`src/rtl/bcd_pkg.sv`:
```
// rtl/bcd_pkg.sv - shared types and constants for the serial BCD/binary adder
package bcd_pkg;

    typedef enum logic [1:0] {
        IDLE,
        RUN,
        FIN
    } state_t;

    localparam int DIGIT_W = 4;

    // Decimal correction terms: +6 after an add that overflows a digit,
    // +10 (i.e. -6 mod 16) after a subtract that borrowed.
    localparam logic [DIGIT_W-1:0] BCD_ADJ_ADD = 4'h6;
    localparam logic [DIGIT_W-1:0] BCD_ADJ_SUB = 4'hA;

endpackage

```
`src/rtl/bcd_digit_slice.sv`:
```
// rtl/bcd_digit_slice.sv - combinational one-digit binary/BCD add/subtract slice
//
// Ports:
//   a, b   : operand nibbles (b is inverted internally when add=0)
//   c      : carry in to this digit
//   add    : 1 = a+b+c, 0 = a+~b+c
//   bcd    : 1 = apply decimal correction
//   s      : corrected digit result
//   carry  : digit carry out (decimal carry in BCD mode, binary otherwise)
//   bs3    : bit 3 of the uncorrected sum, for signed overflow
//   b2_3   : bit 3 of the (possibly inverted) b operand, for signed overflow
module bcd_digit_slice
    import bcd_pkg::*;
(
    input  logic [DIGIT_W-1:0] a,
    input  logic [DIGIT_W-1:0] b,
    input  logic               c,
    input  logic               add,
    input  logic               bcd,
    output logic [DIGIT_W-1:0] s,
    output logic               carry,
    output logic               bs3,
    output logic               b2_3
);

    logic [DIGIT_W-1:0] b2;
    logic [DIGIT_W:0]   sum;
    logic [DIGIT_W-1:0] bs;
    logic               bc;
    logic               dc;

    always_comb begin
        b2  = b ^ {DIGIT_W{~add}};
        sum = {1'b0, a} + {1'b0, b2} + {{DIGIT_W{1'b0}}, c};
        bc  = sum[DIGIT_W];
        bs  = sum[DIGIT_W-1:0];
        s   = bs;
        if (add) begin
            // Decimal carry when the binary sum exceeds 9.
            dc = bc | (bs[3] & (bs[2] | bs[1]));
            if (bcd && dc) begin
                s = bs + BCD_ADJ_ADD;
            end
        end else begin
            // For subtraction a missing carry means a borrow occurred.
            dc = bc;
            if (bcd && !dc) begin
                s = bs + BCD_ADJ_SUB;
            end
        end
        carry = bcd ? dc : bc;
        bs3   = bs[3];
        b2_3  = b2[3];
    end

endmodule

```
`src/rtl/bcd_serial_adder.sv`:
```
// rtl/bcd_serial_adder.sv - digit-serial binary/BCD adder-subtractor with C/V/Z/N flags
//
// Processes one 4-bit digit per clock, least significant digit first.
// Optional build macro BCD_SERIAL_ZN_EN: when defined, ZO/NO are computed at
// FIN; when undefined they are tied to 0 and the zero/negative logic is absent.
//
// Ports:
//   CLK, RST      : clock, synchronous active-high reset
//   START         : operation request, accepted only in IDLE
//   A, B          : operands (W bits)
//   CI            : carry in (1 = no borrow when subtracting)
//   ADD           : 1 = A+B+CI, 0 = A+~B+CI
//   BCD           : 1 = decimal correction per digit
//   LEN           : active digit count; 0 or above DIGITS means DIGITS
//   BUSY          : high while digits are being processed
//   DONE          : one-cycle pulse when S and flags are valid
//   S             : result; digits at or above LEN read 0
//   CO, VO        : carry / signed overflow of the top active digit
//   ZO, NO        : active result is zero / top active bit of S
module bcd_serial_adder
    import bcd_pkg::*;
#(
    parameter int DIGITS = 4,
    parameter int LW     = $clog2(DIGITS + 1)
) (
    input  logic                  CLK,
    input  logic                  RST,
    input  logic                  START,
    input  logic [4*DIGITS-1:0]   A,
    input  logic [4*DIGITS-1:0]   B,
    input  logic                  CI,
    input  logic                  ADD,
    input  logic                  BCD,
    input  logic [LW-1:0]         LEN,
    output logic                  BUSY,
    output logic                  DONE,
    output logic [4*DIGITS-1:0]   S,
    output logic                  CO,
    output logic                  VO,
    output logic                  ZO,
    output logic                  NO
);

    localparam int W = DIGIT_W * DIGITS;
    localparam logic [LW-1:0] DIGITS_L = LW'(DIGITS);

    state_t              state;
    logic [W-1:0]        a_q;
    logic [W-1:0]        b_q;
    logic                add_q;
    logic                bcd_q;
    logic [LW-1:0]       len_q;
    logic [LW-1:0]       idx;
    logic                carry_q;
    logic                v_q;

    logic [LW-1:0]       len_eff;
    logic [LW+1:0]       shamt;
    logic [DIGIT_W-1:0]  a_dig;
    logic [DIGIT_W-1:0]  b_dig;
    logic [DIGIT_W-1:0]  d_s;
    logic                d_c;
    logic                d_bs3;
    logic                d_b2_3;
    logic                d_v;
    logic                last_dig;

    assign len_eff  = ((LEN == '0) || (LEN > DIGITS_L)) ? DIGITS_L : LEN;
    assign shamt    = {idx, 2'b00};
    assign a_dig    = DIGIT_W'(a_q >> shamt);
    assign b_dig    = DIGIT_W'(b_q >> shamt);
    assign last_dig = (idx == (len_q - LW'(1)));
    assign d_v      = ~(a_dig[3] ^ d_b2_3) & (a_dig[3] ^ d_bs3);

    bcd_digit_slice u_slice (
        .a     (a_dig),
        .b     (b_dig),
        .c     (carry_q),
        .add   (add_q),
        .bcd   (bcd_q),
        .s     (d_s),
        .carry (d_c),
        .bs3   (d_bs3),
        .b2_3  (d_b2_3)
    );

`ifdef BCD_SERIAL_ZN_EN
    logic [LW+1:0] n_pos;
    logic [W-1:0]  n_mask;

    // Digits above LEN stay zero for the whole operation, so a full-width
    // zero test on S equals the zero test of the active slice.
    assign n_pos  = {len_q, 2'b00} - (LW+2)'(1);
    assign n_mask = {{(W-1){1'b0}}, 1'b1} << n_pos;

    always_ff @(posedge CLK) begin
        if (RST) begin
            ZO <= 1'b0;
            NO <= 1'b0;
        end else if (state == FIN) begin
            ZO <= (S == '0);
            NO <= |(S & n_mask);
        end
    end
`else
    assign ZO = 1'b0;
    assign NO = 1'b0;
`endif

    always_ff @(posedge CLK) begin
        if (RST) begin
            state   <= IDLE;
            a_q     <= '0;
            b_q     <= '0;
            add_q   <= 1'b0;
            bcd_q   <= 1'b0;
            len_q   <= '0;
            idx     <= '0;
            carry_q <= 1'b0;
            v_q     <= 1'b0;
            BUSY    <= 1'b0;
            DONE    <= 1'b0;
            S       <= '0;
            CO      <= 1'b0;
            VO      <= 1'b0;
        end else begin
            DONE <= 1'b0;
            case (state)
                IDLE: begin
                    if (START) begin
                        a_q     <= A;
                        b_q     <= B;
                        add_q   <= ADD;
                        bcd_q   <= BCD;
                        len_q   <= len_eff;
                        idx     <= '0;
                        carry_q <= CI;
                        S       <= '0;
                        BUSY    <= 1'b1;
                        state   <= RUN;
                    end
                end
                RUN: begin
                    S       <= (S & ~({{(W-DIGIT_W){1'b0}}, 4'hF} << shamt))
                             | ({{(W-DIGIT_W){1'b0}}, d_s} << shamt);
                    carry_q <= d_c;
                    v_q     <= d_v;
                    idx     <= idx + LW'(1);
                    if (last_dig) begin
                        BUSY  <= 1'b0;
                        state <= FIN;
                    end
                end
                FIN: begin
                    DONE  <= 1'b1;
                    CO    <= carry_q;
                    VO    <= v_q;
                    state <= IDLE;
                end
                default: state <= IDLE;
            endcase
        end
    end

endmodule
```
`config.mk`:
```
export PLATFORM = sky130hd
export DESIGN_NAME = bcd_serial_adder
export DESIGN_NICKNAME = d
export VERILOG_FILES = /design/src/rtl/bcd_pkg.sv /design/src/rtl/bcd_digit_slice.sv /design/src/rtl/bcd_serial_adder.sv
export SDC_FILE = /design/constraint.sdc
export NUM_CORES = 1
export LEC_CHECK = 0
export ABC_CLOCK_PERIOD_IN_PS = 3650
export CORE_MARGIN = 1
export CORE_UTILIZATION = 46
export DETAILED_ROUTE_END_ITERATION = 7
export GPL_ROUTABILITY_DRIVEN = 0
export PLACE_DENSITY = 0.73
export SLEW_MARGIN = 25
export SYNTH_ARGS = -nofsm -noshare
export SYNTH_HDL_FRONTEND = slang
export SYNTH_SLANG_ARGS = --single-unit
export TNS_END_PERCENT = 30
```
`constraint.sdc`:
```
create_clock -name CLK -period 3.65 [get_ports CLK]
set_input_delay 0.365 -clock CLK [delete_from_list [all_inputs] [get_ports CLK]]
set_output_delay 0.365 -clock CLK [all_outputs]
set_load 0.01 [all_outputs]
```
==> metrics.log <==
[metrics] Max clock buf depth: 2
[metrics] Die Outline Area: 7160 µm²
[metrics] peak fanout along the critical path: 4
[metrics] final routed DRC violation total: 0
[metrics] average footprint of a synthesized cell: around 8.5 µm²
[metrics] clock-pin slew on the worst setup and hold paths: about 0.070 ns
[metrics] clock tree skew after final layout: approximately 0.006 ns
[metrics] number of warnings reported in the yosys synthesis log: 0
[metrics] NetSw: ~550 µW
[metrics] period utilisation layout: 0.949
[metrics] share of total power in sequential cells: 0.392
[metrics] First-pass DRT Iterations: 6
[metrics] final routed wirelength across all metal layers: between 6000 and 7000 µm
[metrics] hold buffer count at CTS: 0
[metrics] vias post-DR: 2,653
[metrics] # diodes: 0
[metrics] Non-Filler Instances: a little over 500
[metrics] Setup TNS: 0 ns
[metrics] gr usage total: 0.202
[metrics] number of distinct library cells after synthesis: 44
[metrics] slowest CP cell: sky130_fd_sc_hd__mux4_2
[metrics] fill cell total of the finished layout: about 580
[metrics] number of enable flip-flop cells after synthesis: 0
[metrics] number of antenna violations at the first check in global routing: 0
[metrics] total number of H-tree levels: 3
[metrics] combinational power share: 0.251
[metrics] via count of the first global-routing pass: around 2,500
[metrics] number of vias per cell after detailed routing: about 5.2
[metrics] DRT antenna net count: 0
[metrics] slowest stage delay, CP: about 0.49 ns
[metrics] Inst Count DP: 495
[metrics] power density over the cells: 476 nW/µm²
[metrics] clock tree root buffer cell: sky130_fd_sc_hd__clkbuf_8
[metrics] top flip-flop cell by instance count after synthesis: sky130_fd_sc_hd__dfxtp_1
[metrics] number of nets in the layout: between 400 and 500
[metrics] cells along the critical path: mux4_2, nand2_1, xnor2_1, fa_2, fa_2, xnor2_2, inv_1, ha_1, inv_1, ha_1, o21ai_1, mux2_4, mux2i_4, o32ai_2
[metrics] max-cap check violation count: 0
[metrics] fraction of layout cells with a size suffix above 1: 0.122
[metrics] share of async-settable or async-resettable flops after synthesis: 0
[metrics] slew at the pin closest to its max-slew limit: around 0.61 ns
[metrics] post-CTS setup buffer count: 0
[metrics] run status: finished clean
[metrics] I/O pin total: 63
[metrics] critical path arrival: ~3.7 ns
[metrics] fmax: 0.289 GHz
[metrics] DRT iter0 DRCs: 143
[metrics] wire length of the first global-routing pass: around 11,000 µm
[metrics] Clock Sink Count: between 60 and 70
[metrics] routed wirelength normalized by instance count: around 13 µm
[metrics] effective utilization at floorplan: 0.486
[metrics] total area of multi-input combinational cells: between 1500 and 2000 µm²
[metrics] largest net degree at the start of global routing: 40
[metrics] CTS tree: built
[metrics] cts repair resizes: 0
[metrics] worst hold path type: flop to flop
[metrics] Layout Area Growth over Synthesis: 29.5%
[metrics] Synth area leader: sky130_fd_sc_hd__dfxtp_1
[metrics] internal power summed over all cells: around 1400 µW
[metrics] Worst-Skew Late Latency: roughly 0.34 ns
[metrics] number of setup violations in the final report: 0
[metrics] critical path data required time: roughly 3.9 ns
[metrics] flop and latch count out of synthesis: 64
[metrics] core box area: roughly 6500 µm²
[metrics] depth of the most critical reg-to-reg path: 14
[metrics] floorplan die width: roughly 85 µm
[metrics] summed instance area of the synthesized netlist: about 3100 µm²
[metrics] number of pins with negative max-slew slack in the final report: 0
[metrics] number of buffers added on ports: 60
[metrics] total half-perimeter wirelength after legalization and detailed placement: 4890 µm
[metrics] Switching Share: 0.286
[metrics] Leak: between 0.0015 and 0.002 µW
[metrics] Std-Cell Rows: 29
[metrics] category of the most critical setup path: flop to flop
[metrics] top post-synthesis cells by area: sky130_fd_sc_hd__dfxtp_1 41%, sky130_fd_sc_hd__nand2_1 10%, sky130_fd_sc_hd__a21oi_1 8.9%
[metrics] vertical extent of the die: between 80 and 90 µm
[metrics] Commonest cells post-synth: 84 x sky130_fd_sc_hd__nand2_1, 64 x sky130_fd_sc_hd__dfxtp_1, 56 x sky130_fd_sc_hd__a21oi_1, 24 x sky130_fd_sc_hd__nor2_1, 15 x sky130_fd_sc_hd__clkbuf_1
[metrics] clock network fraction of design power: 0.356
[metrics] most frequent cell after synthesis: sky130_fd_sc_hd__nand2_1
[metrics] shortest clock period the worst path allows after layout: ~3.5 ns
[metrics] Max transition margin: 0.592
[metrics] top-area cell type share of the netlist area: 0.408
[metrics] cell count after synthesis: 371
[metrics] cell depth of the worst min-delay path: 2
[metrics] sort of element at the start of the critical path: flop
[metrics] worst ir drop on vdd: roughly 0.00031 V
[metrics] number of hold-slack violations in the final timing report: 0
[metrics] GRT overflow: 0
[metrics] number of buffers added by the clock tree synthesis step: 9
[metrics] RSZ-0062 raised after global routing: false
[metrics] FF+latch area: between 1000 and 1500 µm²
[metrics] capturing element type of the critical path: flop
[metrics] share of synthesized area occupied by flip-flops and latches: 0.408
## critical path: cells and delay by family, from the launching register on
family | cells | cell delay [ns]
fa+ha+maj | 4 | 1.14
mux | 3 | 1.05
flops | 1 | 0.38
compound gates | 2 | 0.30
xor+xnor | 2 | 0.24
buf+inv | 2 | 0.13
simple gates | 1 | 0.09
## cells by family after synthesis
| family | after synthesis | share of synthesized area |
|---|---|---|
| fa+ha+maj | 15 | 0.0646 |
| flops | 64 | 0.408 |
| compound gates | 80 | 0.151 |
| xor+xnor | 13 | 0.0411 |
| simple gates | 146 | 0.207 |
| other cells | 1 | 0.00120 |
| mux | 12 | 0.0718 |
| buf+inv | 40 | 0.0554 |
## power by group through the flow
stage / logic, µW / clock network, µW / registers [µW]
final: 487 / 689 / 759
after global routing: 536 / 738 / 763
after CTS: 472 / 706 / 759
after detailed placement: 470 / 0 / 775
after global placement: 458 / 0 / 774
after floorplan: 329 / 0 / 773
## sequential cells by signal, indices dropped and copies added (netlist names), 2 cells and up
| register | flops |
|---|---|
| S | 16 |
| a_q | 16 |
| b_q | 16 |
| idx | 3 |
| len_q | 3 |
| state | 2 |
## worst paths after layout
check | start | endpoint | slack, ns
min | S[14] | S[14] | 0.45
max | idx[0] | S[7] | 0.19
min reg2reg | S[14] | S[14] | 0.45
max reg2reg | idx[0] | S[7] | 0.19
## cell usage in the layout, fill, tap and decap left out, types with 3 or more instances in the layout
master / synthesis / routed
sky130_fd_sc_hd__o31ai_2: 3 / 3
sky130_fd_sc_hd__mux4_2: 7 / 7
sky130_fd_sc_hd__o21ai_1: 6 / 5
sky130_fd_sc_hd__dfxtp_1: 64 / 63
sky130_fd_sc_hd__xnor2_1: 8 / 7
sky130_fd_sc_hd__nor3_1: 6 / 6
sky130_fd_sc_hd__and2_1: 4 / 4
sky130_fd_sc_hd__nand2b_1: 5 / 5
sky130_fd_sc_hd__clkdlybuf4s50_1: 0 / 59
sky130_fd_sc_hd__a211oi_1: 6 / 6
sky130_fd_sc_hd__a21oi_1: 56 / 56
sky130_fd_sc_hd__ha_1: 13 / 13
sky130_fd_sc_hd__inv_1: 14 / 14
sky130_fd_sc_hd__nand4b_1: 3 / 3
sky130_fd_sc_hd__mux2i_1: 3 / 3
sky130_fd_sc_hd__nor2b_1: 3 / 3
sky130_fd_sc_hd__nand3b_1: 8 / 8
sky130_fd_sc_hd__buf_4: 2 / 10
sky130_fd_sc_hd__nand2_1: 84 / 84
sky130_fd_sc_hd__nor2_1: 24 / 24
sky130_fd_sc_hd__xor2_1: 3 / 3
sky130_fd_sc_hd__clkbuf_8: 0 / 11
sky130_fd_sc_hd__nand3_1: 5 / 5
## per-layer routing
metal	GRT usage	wire, µm
met2	0.331	3190
met5	0	0
met3	0.0521	309
met1	0.252	3120
met4	0.0878	94
## final cells by class
type | instances | share of cell area
Sequential cell | 64 | 0.315
Tap cell | 77 | 0.0237
Inverter | 15 | 0.0139
Timing Repair Buffer | 71 | 0.170
Clock buffer | 11 | 0.0372
Clock inverter | 5 | 0.0194
Multi-Input combinational cell | 268 | 0.420
## per-stage QoR
step,util,hold slack (ns),instance area (µm²),total power (µW),worst slack [ns]
3_3_place_gp,0.590,0.440,3810,1230,0.135
2_1_floorplan,-,0.432,3140,1100,0.0199
4_1_cts,0.626,0.455,4040,1940,0.0182
5_1_grt,0.629,0.470,4070,2040,0.0164
3_5_place_dp,0.590,0.445,3810,1240,0.0279
6_report,0.629,0.450,4070,1940,0.186
No activity file was read; power rests on OpenSTA's default activity.
